**src/rtl/ats_cmd_rx_pkg.sv**
```systemverilog
// Shared types for the ATS command receiver: opcodes, error codes, client states
// and the opcode decode applied when an instruction completes.
package ats_pkg;

  typedef enum logic [2:0] {
    OP_NOP       = 3'b000,
    OP_SET_CLK   = 3'b001,
    OP_TOG_BC    = 3'b010,
    OP_MODE      = 3'b011,
    OP_RSVD      = 3'b100,
    OP_ALARM     = 3'b101,
    OP_COUNTDOWN = 3'b110,
    OP_TOG_AT    = 3'b111
  } opcode_e;

  typedef enum logic [1:0] {
    ERR_NONE    = 2'b00,
    ERR_ILLEGAL = 2'b01,
    ERR_RESTART = 2'b10,
    ERR_OVERRUN = 2'b11
  } err_e;

  typedef enum logic [1:0] {
    CST_IDLE    = 2'b00,
    CST_COLLECT = 2'b01,
    CST_HOLD    = 2'b10
  } cst_e;

  // NOP and reserved instructions never reach the arbiter.
  function automatic cst_e f_done_state(opcode_e op);
    return (op == OP_NOP || op == OP_RSVD) ? CST_IDLE : CST_HOLD;
  endfunction

  function automatic err_e f_done_err(opcode_e op);
    return (op == OP_RSVD) ? ERR_ILLEGAL : ERR_NONE;
  endfunction

endpackage

```
**src/rtl/ats_cmd_rx_if.sv**
```systemverilog
// Client beat buses, output stream and status of the ATS command receiver.
interface ats_cmd_rx_if #(
  parameter int NUM_CLIENTS = 2,
  parameter int BEAT_W      = 16,
  parameter int BEATS       = 2,
  parameter int DEPTH       = 4
);
  localparam int IW = BEATS * BEAT_W;
  localparam int CW = (NUM_CLIENTS > 1) ? $clog2(NUM_CLIENTS) : 1;
  localparam int NW = $clog2(DEPTH) + 1;

  logic [NUM_CLIENTS-1:0]        req;
  logic [NUM_CLIENTS*BEAT_W-1:0] ctrl;
  logic [NUM_CLIENTS-1:0]        cl_ready;
  logic                          out_valid;
  logic                          out_ready;
  logic [IW-1:0]                 out_data;
  logic [CW-1:0]                 out_client;
  logic [2:0]                    out_opcode;
  logic [NUM_CLIENTS-1:0]        err_valid;
  logic [2*NUM_CLIENTS-1:0]      err_code;
  logic [NW-1:0]                 fifo_count;

  modport master (
    output req, ctrl, out_ready,
    input  cl_ready, out_valid, out_data, out_client, out_opcode,
           err_valid, err_code, fifo_count
  );

  modport slave (
    input  req, ctrl, out_ready,
    output cl_ready, out_valid, out_data, out_client, out_opcode,
           err_valid, err_code, fifo_count
  );
endinterface

```
**src/rtl/ats_cmd_fifo.sv**
```systemverilog
// Synchronous FIFO with occupancy count; storage is not reset, only pointers.
module ats_cmd_fifo #(
  parameter int DATA_W = 8,
  parameter int DEPTH  = 4
) (
  input  logic                     clk,
  input  logic                     reset,
  input  logic                     i_push,
  input  logic [DATA_W-1:0]        i_data,
  input  logic                     i_pop,
  output logic                     o_valid,
  output logic                     o_full,
  output logic [DATA_W-1:0]        o_data,
  output logic [$clog2(DEPTH):0]   o_count
);
  localparam int AW = $clog2(DEPTH);
  localparam int NW = AW + 1;

  logic [DATA_W-1:0] r_mem [DEPTH];
  logic [AW-1:0]     r_wr;
  logic [AW-1:0]     r_rd;
  logic [NW-1:0]     r_cnt;
  logic              w_push;
  logic              w_pop;

  assign o_full  = (r_cnt == NW'(DEPTH));
  assign o_valid = (r_cnt != '0);
  assign w_push  = i_push && !o_full;
  assign w_pop   = i_pop && o_valid;
  assign o_data  = r_mem[r_rd];
  assign o_count = r_cnt;

  // Power-of-two depth lets the pointers wrap by natural overflow.
  always_ff @(posedge clk or posedge reset) begin
    if (reset) begin
      r_wr  <= '0;
      r_rd  <= '0;
      r_cnt <= '0;
    end else begin
      if (w_push) r_wr <= r_wr + 1'b1;
      if (w_pop)  r_rd <= r_rd + 1'b1;
      if (w_push && !w_pop)      r_cnt <= r_cnt + 1'b1;
      else if (w_pop && !w_push) r_cnt <= r_cnt - 1'b1;
    end
  end

  always_ff @(posedge clk) begin
    if (w_push) r_mem[r_wr] <= i_data;
  end
endmodule

```
**src/rtl/ats_cmd_rx.sv**
```systemverilog
// Per-client beat deserializers feeding a round-robin arbiter and an output FIFO
// of {instruction, client index}.
module ats_cmd_rx
  import ats_pkg::*;
#(
  parameter int NUM_CLIENTS = 2,
  parameter int BEAT_W      = 16,
  parameter int BEATS       = 2,
  parameter int DEPTH       = 4
) (
  input  logic        clk,
  input  logic        reset,
  ats_cmd_rx_if.slave bus
);
  localparam int IW = BEATS * BEAT_W;
  localparam int CW = (NUM_CLIENTS > 1) ? $clog2(NUM_CLIENTS) : 1;
  localparam int NW = $clog2(DEPTH) + 1;

  cst_e                     r_state [NUM_CLIENTS];
  logic [2:0]               r_cnt   [NUM_CLIENTS];
  opcode_e                  r_op    [NUM_CLIENTS];
  logic [IW-1:0]            r_ins   [NUM_CLIENTS];
  logic [NUM_CLIENTS-1:0]   r_err_v;
  logic [2*NUM_CLIENTS-1:0] r_err_c;
  logic [CW-1:0]            r_ptr;

  opcode_e                  w_bop   [NUM_CLIENTS];
  logic                     w_gnt_vld;
  logic [CW-1:0]            w_gnt_idx;
  logic                     w_full;
  logic                     w_valid;
  logic [IW+CW-1:0]         w_head;
  logic [NW-1:0]            w_count;
  logic [IW-1:0]            w_data;

  always_comb begin
    for (int i = 0; i < NUM_CLIENTS; i++) begin
      w_bop[i] = opcode_e'(bus.ctrl[i*BEAT_W + BEAT_W - 3 +: 3]);
    end
  end

  // Round-robin search from r_ptr; nothing is granted while the FIFO is full.
  always_comb begin
    int k;
    k         = 0;
    w_gnt_vld = 1'b0;
    w_gnt_idx = '0;
    if (!w_full) begin
      for (int j = 0; j < NUM_CLIENTS; j++) begin
        k = (int'(r_ptr) + j) % NUM_CLIENTS;
        if (!w_gnt_vld && r_state[k] == CST_HOLD) begin
          w_gnt_vld = 1'b1;
          w_gnt_idx = CW'(k);
        end
      end
    end
  end

  always_ff @(posedge clk or posedge reset) begin
    if (reset) begin
      for (int i = 0; i < NUM_CLIENTS; i++) begin
        r_state[i] <= CST_IDLE;
        r_cnt[i]   <= '0;
      end
      r_err_v <= '0;
      r_err_c <= '0;
      r_ptr   <= '0;
    end else begin
      r_err_v <= '0;
      r_err_c <= '0;
      for (int i = 0; i < NUM_CLIENTS; i++) begin
        unique case (r_state[i])
          CST_IDLE: begin
            if (bus.req[i]) begin
              if (BEATS == 1) begin
                r_state[i] <= f_done_state(w_bop[i]);
                if (f_done_err(w_bop[i]) != ERR_NONE) begin
                  r_err_v[i]         <= 1'b1;
                  r_err_c[2*i +: 2]  <= f_done_err(w_bop[i]);
                end
              end else begin
                r_state[i] <= CST_COLLECT;
                r_cnt[i]   <= 3'd1;
              end
            end
          end
          CST_COLLECT: begin
            if (bus.req[i]) begin
              r_cnt[i]          <= 3'd1;
              r_err_v[i]        <= 1'b1;
              r_err_c[2*i +: 2] <= ERR_RESTART;
            end else if (r_cnt[i] == 3'(BEATS - 1)) begin
              r_cnt[i]   <= '0;
              r_state[i] <= f_done_state(r_op[i]);
              if (f_done_err(r_op[i]) != ERR_NONE) begin
                r_err_v[i]        <= 1'b1;
                r_err_c[2*i +: 2] <= f_done_err(r_op[i]);
              end
            end else begin
              r_cnt[i] <= r_cnt[i] + 3'd1;
            end
          end
          CST_HOLD: begin
            if (bus.req[i]) begin
              r_err_v[i]        <= 1'b1;
              r_err_c[2*i +: 2] <= ERR_OVERRUN;
            end
            if (w_gnt_vld && w_gnt_idx == CW'(i)) r_state[i] <= CST_IDLE;
          end
          default: r_state[i] <= CST_IDLE;
        endcase
      end
      if (w_gnt_vld) begin
        r_ptr <= (w_gnt_idx == CW'(NUM_CLIENTS - 1)) ? '0 : w_gnt_idx + 1'b1;
      end
    end
  end

  // Beat storage; beat 0 lands in the MSBs, later beats fill downward.
  always_ff @(posedge clk) begin
    for (int i = 0; i < NUM_CLIENTS; i++) begin
      if (bus.req[i] && r_state[i] != CST_HOLD) begin
        r_ins[i][IW-1 -: BEAT_W] <= bus.ctrl[i*BEAT_W +: BEAT_W];
        r_op[i]                  <= w_bop[i];
      end else if (r_state[i] == CST_COLLECT) begin
        r_ins[i][(BEATS - 1 - int'(r_cnt[i]))*BEAT_W +: BEAT_W] <= bus.ctrl[i*BEAT_W +: BEAT_W];
      end
    end
  end

  ats_cmd_fifo #(
    .DATA_W (IW + CW),
    .DEPTH  (DEPTH)
  ) u_fifo (
    .clk     (clk),
    .reset   (reset),
    .i_push  (w_gnt_vld),
    .i_data  ({r_ins[w_gnt_idx], w_gnt_idx}),
    .i_pop   (bus.out_ready),
    .o_valid (w_valid),
    .o_full  (w_full),
    .o_data  (w_head),
    .o_count (w_count)
  );

  for (genvar g = 0; g < NUM_CLIENTS; g++) begin : g_rdy
    assign bus.cl_ready[g] = (r_state[g] == CST_IDLE);
  end

  // Head is masked when empty so stale storage never shows after reset.
  assign w_data         = w_valid ? w_head[IW+CW-1:CW] : '0;
  assign bus.out_data   = w_data;
  assign bus.out_client = w_valid ? w_head[CW-1:0] : '0;
  assign bus.out_opcode = w_data[IW-1 -: 3];
  assign bus.out_valid  = w_valid;
  assign bus.err_valid  = r_err_v;
  assign bus.err_code   = r_err_c;
  assign bus.fifo_count = w_count;
endmodule

```
**src/flat_wrapper.sv**
```systemverilog
// flat-port wrapper written by rule: the top's interface ports become plain ports
module ats_cmd_rx_flat import ats_pkg::*;
#(
  parameter int NUM_CLIENTS = 2,
  parameter int BEAT_W      = 16,
  parameter int BEATS       = 2,
  parameter int DEPTH       = 4
)
  (clk, reset, bus_req, bus_ctrl, bus_out_ready, bus_cl_ready, bus_out_valid, bus_out_data, bus_out_client, bus_out_opcode, bus_err_valid, bus_err_code, bus_fifo_count);
  ats_cmd_rx_if #(.NUM_CLIENTS(NUM_CLIENTS), .BEAT_W(BEAT_W), .BEATS(BEATS), .DEPTH(DEPTH)) bus_i ();
  input  logic clk;
  input  logic reset;
  input wire logic [$bits(bus_i.req)-1:0] bus_req;
  input wire logic [$bits(bus_i.ctrl)-1:0] bus_ctrl;
  input wire logic [$bits(bus_i.out_ready)-1:0] bus_out_ready;
  output wire logic [$bits(bus_i.cl_ready)-1:0] bus_cl_ready;
  output wire logic [$bits(bus_i.out_valid)-1:0] bus_out_valid;
  output wire logic [$bits(bus_i.out_data)-1:0] bus_out_data;
  output wire logic [$bits(bus_i.out_client)-1:0] bus_out_client;
  output wire logic [$bits(bus_i.out_opcode)-1:0] bus_out_opcode;
  output wire logic [$bits(bus_i.err_valid)-1:0] bus_err_valid;
  output wire logic [$bits(bus_i.err_code)-1:0] bus_err_code;
  output wire logic [$bits(bus_i.fifo_count)-1:0] bus_fifo_count;
  assign bus_i.req = bus_req;
  assign bus_i.ctrl = bus_ctrl;
  assign bus_i.out_ready = bus_out_ready;
  assign bus_cl_ready = bus_i.cl_ready;
  assign bus_out_valid = bus_i.out_valid;
  assign bus_out_data = bus_i.out_data;
  assign bus_out_client = bus_i.out_client;
  assign bus_out_opcode = bus_i.out_opcode;
  assign bus_err_valid = bus_i.err_valid;
  assign bus_err_code = bus_i.err_code;
  assign bus_fifo_count = bus_i.fifo_count;
  ats_cmd_rx #(.NUM_CLIENTS(NUM_CLIENTS), .BEAT_W(BEAT_W), .BEATS(BEATS), .DEPTH(DEPTH)) u_core (.clk(clk), .reset(reset), .bus(bus_i));
endmodule
```
**config.mk**
```make
export PLATFORM = sky130hd
export DESIGN_NAME = ats_cmd_rx_flat
export DESIGN_NICKNAME = d
export VERILOG_FILES = /design/src/rtl/ats_cmd_rx_pkg.sv /design/src/rtl/ats_cmd_rx_if.sv /design/src/rtl/ats_cmd_fifo.sv /design/src/rtl/ats_cmd_rx.sv /design/src/flat_wrapper.sv
export SDC_FILE = /design/constraint.sdc
export NUM_CORES = 1
export LEC_CHECK = 0
export ABC_CLOCK_PERIOD_IN_PS = 4350
export BUFFER_PORTS_ARGS = -buffer_cell sky130_fd_sc_hd__buf_2
export CAP_MARGIN = 40
export CORE_MARGIN = 3
export CORE_UTILIZATION = 30
export DETAILED_ROUTE_END_ITERATION = 16
export PLACE_DENSITY = 0.45
export SYNTH_ARGS = -nofsm -noshare
export SYNTH_HDL_FRONTEND = slang
export SYNTH_SLANG_ARGS = --single-unit
```
**constraint.sdc**
```tcl
create_clock -name clk -period 4.35 [get_ports clk]
set_clock_uncertainty 0.05 [all_clocks]
set_input_delay 0.6525 -clock clk [delete_from_list [all_inputs] [get_ports clk]]
set_output_delay 0.6525 -clock clk [all_outputs]
set_load 0.05 [all_outputs]
```
Yosys cells after proc, flatten, opt, wreduce, memory -nomap -nowiden
Memories as Yosys holds them, arrays and structs flattened.
Index checks and enable logic that the tools add are counted.
- $add $sub $neg: 12
- order comparisons: 2
- eq/ne operators: 21
- shift operators: 4
- mux-type cells: 104
- bitwise operators: 36
- reduce and logical (&&, ||, !) cells: 29
- operators by type and width (cell ; number):
    $mux 32 ; 3
    $neg 32->33 ; 2
    $shift 16x33->32 const A ; 2
    $shiftx 16x33->32 ; 2
    $ge 32x2->1 const B ; 2
    $mux 1 ; 61
    $mux 2 ; 24
    $not 1->32 ; 1
    $not 32->32 ; 1
    $or 1x1->1 ; 32
    $mux 3 ; 8
    $ne 2x2->1 const B ; 6
    $pmux 2 s3 ; 2
    $pmux 3 s2 ; 2
    $reduce_bool 2->1 ; 5
    $add 3x1->3 const B ; 3
    $eq 3x3->1 const B ; 3
    $logic_and 1x1->1 ; 9
    $eq 2x2->1 const B ; 4
    $ne 2x1->1 const B ; 4
    $pmux 2 s2 ; 2
    $reduce_and 4->1 ; 2
    $sub 1x3->4 const A ; 2
    $eq 3x1->1 const B ; 2
    other kinds (13) ; 24
- register bits after elaboration: 24
- RAM bits: 202
- input bits: 37
- output and inout bits: 48
- word-level logic and storage cells: 221
- memories kept: 3
- memories (memory ; words ; bits a word ; rd ports ; clocked after Yosys merged registers in ; wr ports ; RTL line ; RTL):
    u_core.u_fifo.r_mem ; 4 ; 33 ; 1 ; 0 ; 1 ; ats_cmd_fifo.sv:19 ; logic [DATA_W-1:0] r_mem [DEPTH];
    u_core.r_ins ; 2 ; 32 ; 1 ; 0 ; 2 ; ats_cmd_rx.sv:22 ; logic [IW-1:0] r_ins [NUM_CLIENTS];
    u_core.r_op ; 2 ; 3 ; 2 ; 0 ; 2 ; ats_cmd_rx.sv:21 ; opcode_e r_op [NUM_CLIENTS];

Longest topological paths before layout
Gate-level depths: netlist of run 1.
- depth after elaboration: 16
- mapped depth: 9
- mapped depth without buffers: 8

Hierarchy
A second synthesis of run 1 with hierarchy kept.
- cell total of the unflattened synthesis: 617
- area total of the unflattened synthesis: 9539.1 µm²
- by module, submodules not included (module ; times used ; cells each ; area an instance (µm²) ; sequential area each (µm²)):
    ats_cmd_fifo ; 1 ; 209 ; 5242.5 ; 4139.0
    ats_cmd_rx ; 1 ; 408 ; 4296.6 ; 2527.4

Least setup slack after synthesis of run 1
OpenSTA, ideal clock, no wires.
- kind: register -> output
- from: register u_core.u_fifo.r_cnt[0], in the netlist u_core.u_fifo.o_count[0]
- to: output port bus_out_opcode[0]
- arrival time: 2558 ps
- required time: 3648 ps
- setup slack: 1090 ps
- stages on the path, launching flop included: 6
- buffers on the path: 3
- cell sequence: dfrtp_1 > or3_1 > clkbuf_1 > clkbuf_1 > and2_1 > buf_4
- longest elaborated chain between the ends: 2
- RTL lines (element ; RTL line ; RTL):
    from (decl) ; ats_cmd_fifo.sv:22 ; logic [NW-1:0] r_cnt;
    from (signal assigned) ; ats_cmd_fifo.sv:42 ; if (w_push && !w_pop) r_cnt <= r_cnt + 1'b1;
    from (signal assigned) ; ats_cmd_fifo.sv:43 ; else if (w_pop && !w_push) r_cnt <= r_cnt - 1'b1;
    $reduce_bool 3->1 ; ats_cmd_fifo.sv:27 ; assign o_valid = (r_cnt != '0);
    net bus_out_valid ; flat_wrapper.sv:17 ; output wire logic [$bits(bus_i.out_valid)-1:0] bus_out_valid;
    $mux 32 ; ats_cmd_rx.sv:151 ; assign w_data = w_valid ? w_head[IW+CW-1:CW] : '0;
    to (decl) ; flat_wrapper.sv:20 ; output wire logic [$bits(bus_i.out_opcode)-1:0] bus_out_opcode;
The timed path passes the listed nets, and every way through them passes these cells.

Worst setup path in the final report of run 1
- from: register u_core.u_fifo.r_cnt[0], in the netlist u_core.u_fifo.o_count[0]
- to: output port bus_out_data[30]
- longest elaborated chain between the ends: 2
- RTL lines (element ; RTL line ; RTL):
    $reduce_bool 3->1 ; ats_cmd_fifo.sv:27 ;
    $mux 32 ; ats_cmd_rx.sv:151 ;
    to (decl) ; flat_wrapper.sv:18 ; output wire logic [$bits(bus_i.out_data)-1:0] bus_out_data;
No other way between the ends.

==> reports/results.ini, run 1 <==
[worst_setup_path]
reg2regPathDepth=8
path_buf_inv=2
cp_cell_sequence=or3_1 -> buf_4 -> and2_1 -> buf_2
slowest_delay_ps=660
startpoint_type=flop
cpMaxStageDelayCell=or3_1
path_delay_family=simple AND/OR/NAND/NOR gates
path_max_fanout=22
worstPathArrival_ps=2350
critPathKind=reg -> out
cp.depth=4
endpoint_kind=output pin
crit_required_ps=3650

[worst_hold_path]
hold_path.class=in -> async

[logic_synthesis]
ys.warnings.count=0
synth-async-reset-ratio=0.106
synth_flop_cell=edfxtp_1
synth_top_area_cell=edfxtp_1
synth_area_leaders=edfxtp_1, mux4_2, dfrtp_1, and2_1, mux2_4
syn_nets=612
ys_ff_latch=226
synth.top_cell.area_share=0.630
ys_seq_area_frac=0.693
syn-cell-area_mm2=0.00962
yosysUniqueCellTypes=53
synth.avg_cell_area_um2=17.4
synth-edff-count=202
netlist_instances=553

[sta]
finalMaxSlewViolations=0
max_slew.worst_pin.slew_ps=791
finalCriticalPeriod_ps=3050
finalHoldViolCount=0
max_freq_mhz=328
period_share=0.702
setup_violations=0
setup_tns_ps=0
slew_headroom=0.472
rsz0062_at_grt=false

[drt]
num_vias=4783
routed_via_density=4.62
ant_nets=0
wl_um=20400
wl_per_cell_um=19.7
dr.pass1.iters=4
drc=0
dr.first_iter.drc_count=252

[finish]
syn_to_final_growth_pct=16.7
drive_above_1_share=0.318
final_nets=681
antenna_cells=0

[die]
die_h_um=185
start_util=0.310
core-area_mm2=0.0311
row_count=64
die_w_um=185
dieArea_mm2=0.0343
io_pins=85

[global_route]
grt_max_degree=36
antenna_found_initial=1
grt_util_all_layers=0.121
grt_pass1_vias=5228
grt_pass1_wl_um=31400
grt_overflow_total=0

[clock_tree]
hold_buffers=0
insertion_delay_ps=520
cts_resized=0
h-tree-depth=1
clock-sinks=226
cts-root-buf=clkbuf_16
tritoncts=done
cts_max_path_buffers=3
clkTransAtPathRegs_ps=60
postCtsSetupBuffers=0
numCtsBuffers=26

[power_and_ir_drop]
ir_drop_mv=0.370
leakage_uw=0.00405
power_uw=9000
power.density_mw_per_mm2=801

[place]
port_buffers=84
dp_hpwl_um=13300
place_congestion=0.729

[run_status]
outcome=finished, final reports clean

[flow_run]
maxCapViolations=0

==> sequential cells by signal, summed over array words and instances, names as in the netlist <==
| name | count |
|---|---|
| u_core.bus.err_code | 4 |
| u_core.bus.err_valid | 2 |
| u_core.r_cnt | 6 |
| u_core.r_ins | 64 |
| u_core.r_op | 6 |
| u_core.r_ptr | 1 |
| u_core.r_state | 4 |
| u_core.u_fifo.o_count | 3 |
| u_core.u_fifo.r_mem | 132 |
| u_core.u_fifo.r_rd | 2 |
| u_core.u_fifo.r_wr | 2 |
==> metal layers <==
| metal | up-vias | global-route usage | part of all wire |
|---|---|---|---|
| li1 | 2196 | - | - |
| met1 | 2460 | 0.166 | 0.46 |
| met2 | 98 | 0.201 | 0.48 |
| met3 | 27 | 0.0230 | 0.042 |
| met4 | 2 | 0.0255 | 0.017 |
| met5 | - | 0 | 0.00064 |
==> power breakdown <==
| group | internal [uW] | switching (uW) |
|---|---|---|
| registers | 2950 | 163 |
| logic | 1300 | 2560 |
| clock network | 1220 | 804 |
==> cells in the final DEF, fill, tap and decap left out, types with 3 or more instances in the layout <==
master | netlist | final
mux2_1 | 3 | 3
and2_1 | 70 | 70
buf_4 | 3 | 9
nor2_1 | 6 | 6
dfrtp_1 | 24 | 23
nand3_1 | 4 | 4
xnor2_1 | 4 | 4
a21oi_1 | 8 | 8
mux4_2 | 33 | 33
nor2b_1 | 5 | 5
o21ai_0 | 11 | 10
mux2_4 | 29 | 29
clkbuf_1 | 44 | 11
mux2_2 | 3 | 3
buf_16 | 0 | 3
nor4_1 | 3 | 3
xor2_1 | 4 | 4
nand2b_1 | 5 | 5
ha_1 | 21 | 21
edfxtp_1 | 202 | 202
nand2_1 | 8 | 8
buf_2 | 4 | 84
inv_1 | 17 | 17
clkbuf_16 | 0 | 26
==> cell families (layout without fill, tap and decap cells) <==
family,after synthesis,in the layout,share of synthesized area
buf+inv,74,160,0.0380
compound gates,36,36,0.0246
xor+xnor,8,8,0.00728
fa+ha+maj,22,22,0.0294
flops,226,226,0.693
simple gates,117,117,0.0766
mux,70,70,0.132
==> metrics by stage <==
step | hold slack, ps | utilization | cells | worst slack, ps | cell area, um^2
CTS | 93.5 | 0.361 | 1034 | 1190 | 11200
detailed placement | 468 | 0.335 | 989 | 1660 | 10400
finish | 92.1 | 0.361 | 1035 | 1300 | 11200
floorplan | 431 | - | 553 | 1090 | 9620
global route | 113 | 0.361 | 1035 | 1100 | 11200
global placement | 446 | 0.333 | 987 | 1740 | 10400
==> cell usage after synthesis, drive strengths merged, types with 2 or more instances <==
library cell / n
edfxtp: 202
and2: 70
clkbuf: 44
mux2: 35
mux4: 33
dfrtp: 24
ha: 21
inv: 17
buf: 13
o21ai: 11
nand2: 9
a21oi: 8
nor2: 7
nand2b: 5
nor2b: 5
nand3: 4
xnor2: 4
xor2: 4
nor4: 3
a21o: 2
a31oi: 2
mux2i: 2
nand4: 2
nor3: 2
nor3b: 2
o211a: 2
o32ai: 2
==> final cells by class <==
class	instances	area (um^2)
flip-flops and latches	226	6670
inverters	17	63.8
well taps	396	495
multi-input cells	253	2600
clock buffers	37	692
repair buffers	98	611
clock inverters	8	105
fillers	2937	19800
==> path summary, 6_finish.rpt <==
| path | endpoint | startpoint | slack [ps] |
|---|---|---|---|
| max in group asynchronous | u_core.r_cnt[4] | reset | 3700 |
| hold / removal | u_core.u_fifo.r_rd[1] | reset | 90 |
| setup reg to reg | u_core.r_ins[1][20] | u_core.r_cnt[2] | 1750 |
| min in group clk | u_core.r_ins[1][19] | bus_ctrl[19] | 270 |
| hold reg to reg | u_core.u_fifo.o_count[2] | u_core.u_fifo.o_count[2] | 470 |
| setup / recovery | bus_out_data[30] | u_core.u_fifo.o_count[0] | 1300 |
No activity file was read; power rests on OpenSTA's default activity.
==> run 2: changes to the inputs <==
--- a/config.mk
+++ b/config.mk
@@ -5,7 +5,7 @@
 export SDC_FILE = /design/constraint.sdc
 export NUM_CORES = 1
 export LEC_CHECK = 0
-export ABC_CLOCK_PERIOD_IN_PS = 4350
+export ABC_CLOCK_PERIOD_IN_PS = 3000
 export BUFFER_PORTS_ARGS = -buffer_cell sky130_fd_sc_hd__buf_2
 export CAP_MARGIN = 40
 export CORE_MARGIN = 3
==> constraint.sdc (replaced) <==
create_clock -name clk -period 3 [get_ports clk]
set_clock_uncertainty 0.05 [all_clocks]
set_input_delay 0.45 -clock clk [delete_from_list [all_inputs] [get_ports clk]]
set_output_delay 0.45 -clock clk [all_outputs]
set_load 0.05 [all_outputs]
==> run 2 against run 1 <==
Critical path depth did not move. Sequential share of layout area grew 0.073 points. Total power is 44% higher. Clock power grew 38%. First-iteration DRC count down 11%. Final cell count increased by 0.39%. Die area stayed put.
==> reports/results.ini, run 2 (same netlist as run 1, synthesis figures left out) <==
[place]
placed_cell_area_mm2=0.0105  ; was 0.0104 mm^2
dp_hpwl_um=12800  ; was 13300 um
port_buffers=84  ; unchanged
place_congestion=0.724  ; was 0.729
dp_slack_ps=528  ; was 1660 ps

[finish]
multi_input_area_mm2=0.00260  ; unchanged
top_regs=u_core.u_fifo.r_mem: 132 flops, u_core.r_ins: 64 flops  ; unchanged
seq_area_mm2=0.00667  ; unchanged
drive_above_1_share=0.316  ; was 0.318
syn_to_final_growth_pct=16.5  ; was 16.7%
stdcell_area_mm2=0.0112  ; about the same
final_nets=685  ; was 681
final_cell_mix=edfxtp_1, buf_2, and2_1, mux4_2, mux2_4  ; unchanged
largest_reg_flops=132  ; unchanged
fill_cells=2935  ; was 2937
regMostFlops=u_core.u_fifo.r_mem  ; unchanged
mostFrequentLayoutCell=edfxtp_1  ; unchanged

[power_and_ir_drop]
ir_drop_mv=0.466  ; was 0.370 mV
p_seq_frac=0.351  ; was 0.346
leakage_uw=0.00405  ; about the same
power.density_mw_per_mm2=1160  ; was 801 mW/mm^2
p_clk_frac=0.216  ; was 0.225
p_int_uw=7910  ; was 5470 uW
power.net_switching_uw=5060  ; was 3530 uW
pwr-share-comb=0.433  ; was 0.429
switching_share=0.390  ; was 0.392

[sta]
setup_tns_ps=0  ; unchanged
finalHoldViolCount=0  ; unchanged
holdWs_ps=84.3  ; was 92.1 ps
period_share=0.937
max_slew.worst_pin.slew_ps=581  ; was 791 ps
fin_ws_ps=189  ; was 1300 ps
finalMaxSlewViolations=0  ; unchanged
finalCriticalPeriod_ps=2810
max_freq_mhz=356
setup_violations=0  ; unchanged
rsz0062_at_grt=false  ; unchanged
slew_headroom=0.613  ; was 0.472

[flow_run]
maxCapViolations=0  ; unchanged

[clock_tree]
clkTransAtPathRegs_ps=60  ; about the same
cts-root-buf=clkbuf_16  ; unchanged
numCtsBuffers=24  ; was 26
tritoncts=done  ; unchanged
clock-sinks=226  ; unchanged
cts_resized=0  ; unchanged
insertion_delay_ps=510  ; was 520 ps
cts_max_path_buffers=3  ; unchanged
h-tree-depth=1  ; unchanged

[global_route]
grt_pass1_vias=5062  ; was 5228
grt_overflow_total=0  ; unchanged
grt_pass1_wl_um=30400  ; was 31400 um
antenna_found_initial=2  ; was 1
grt_max_degree=36  ; unchanged
grt_util_all_layers=0.118  ; was 0.121

[die]
io_pins=85  ; unchanged
row_count=64  ; unchanged
dieArea_mm2=0.0343  ; unchanged
core-area_mm2=0.0311  ; unchanged
start_util=0.310  ; unchanged
die_h_um=185  ; unchanged
die_w_um=185  ; unchanged

[drt]
dr.first_iter.drc_count=225  ; was 252
routed_via_density=4.59  ; was 4.62
num_vias=4766  ; was 4783
ant_nets=0  ; unchanged
dr.pass1.iters=4  ; unchanged
wl_per_cell_um=19.4  ; was 19.7 um
wl_um=20100  ; was 20400 um
drc=0  ; unchanged

[worst_setup_path]
endpoint_kind=output pin  ; unchanged
critPathKind=reg -> out  ; unchanged
startpoint_type=flop  ; unchanged
worstPathArrival_ps=2310  ; was 2350 ps
crit_required_ps=2500  ; was 3650 ps
path_max_fanout=12  ; was 22

[worst_hold_path]
hold_path.class=in -> reg  ; was in -> async

[run_status]
outcome=finished, final reports clean  ; unchanged

[run 2: cell types whose count changed in the layout (fill, tap and decap cells not counted)]
| cell | delta |
|---|---|
| buf_16 | -3 |
| diode_2 | +1 |
| buf_12 | +4 |
| clkinv_1 | +3 |
| clkinvlp_4 | -2 |
| clkbuf_16 | -1 |
| clkinv_8 | -1 |
| buf_4 | +4 |
| clkinv_2 | -1 |
| dlygate4sd3_1 | +1 |
| clkbuf_1 | -1 |
[run 2: layout make-up]
cell class                 instances  area share
timing repair buffer             104      0.0578
antenna                            1    0.000223
multi-input combinational        253       0.231
clock inverter                     7     0.00714
inverter                          17     0.00569
sequential                       226       0.594
tap                              396      0.0442
clock buffer                      35      0.0591
[run 2: worst max-delay path: stages, from the launching register on]
cell     delay (ps)
dfrtp_1         710
buf_4           360
mux4_2          320
and2_1          200
buf_2           220
[run 2: repair_timing]
item | 4_1_cts | 5_1_grt
hold endpoints to repair | 24 | 0
hold buffers | 1 | 0
endpoints found under the setup margin | 0 | 0
buffers inserted | 0 | 0
[run 2: power groups by stage]
stage	Clock [uW]	Combinational [uW]	Sequential [uW]
after detailed placement	0	5730	4630
after global placement	0	5650	4590
after CTS	2880	5750	4560
after floorplan	0	4200	4670
final	2800	5610	4550
after global routing	3030	6060	4620
[run 2: stage by stage]
| step | power, uW | utilization | std cells |
|---|---|---|---|
| final | 13000 | 0.361 | 1039 |
| after global routing | 13700 | 0.361 | 1038 |
| after CTS | 13200 | 0.361 | 1038 |
| after detailed placement | 10400 | 0.337 | 995 |
| after global placement | 10200 | 0.337 | 995 |
| after floorplan | 8870 | - | 553 |
[run 2: routing by layer]
layer / global-route usage / vias up / share of wire
li1: - / 2214 / -
met1: 0.158 / 2416 / 0.44
met2: 0.199 / 104 / 0.49
met3: 0.0238 / 28 / 0.054
met4: 0.0258 / 4 / 0.014
met5: 0 / - / 0.0020
[run 2: final timing paths]
path | to | slack [ps] | depth (start not counted) | from
max in group asynchronous | u_core.u_fifo.r_rd[0] | 2130 | 4 | reset
worst min register to register | u_core.u_fifo.o_count[2] | 460 | 1 | u_core.u_fifo.o_count[2]
worst min-delay path | u_core.r_ins[1][23] | 80 | 1 | bus_ctrl[23]
worst max register to register | u_core.r_ins[1][25] | 520 | 8 | u_core.r_cnt[2]
min in group asynchronous | u_core.u_fifo.o_count[2] | 490 | 4 | reset
worst max-delay path | bus_out_data[6] | 190 | 4 | u_core.u_fifo.r_rd[1]
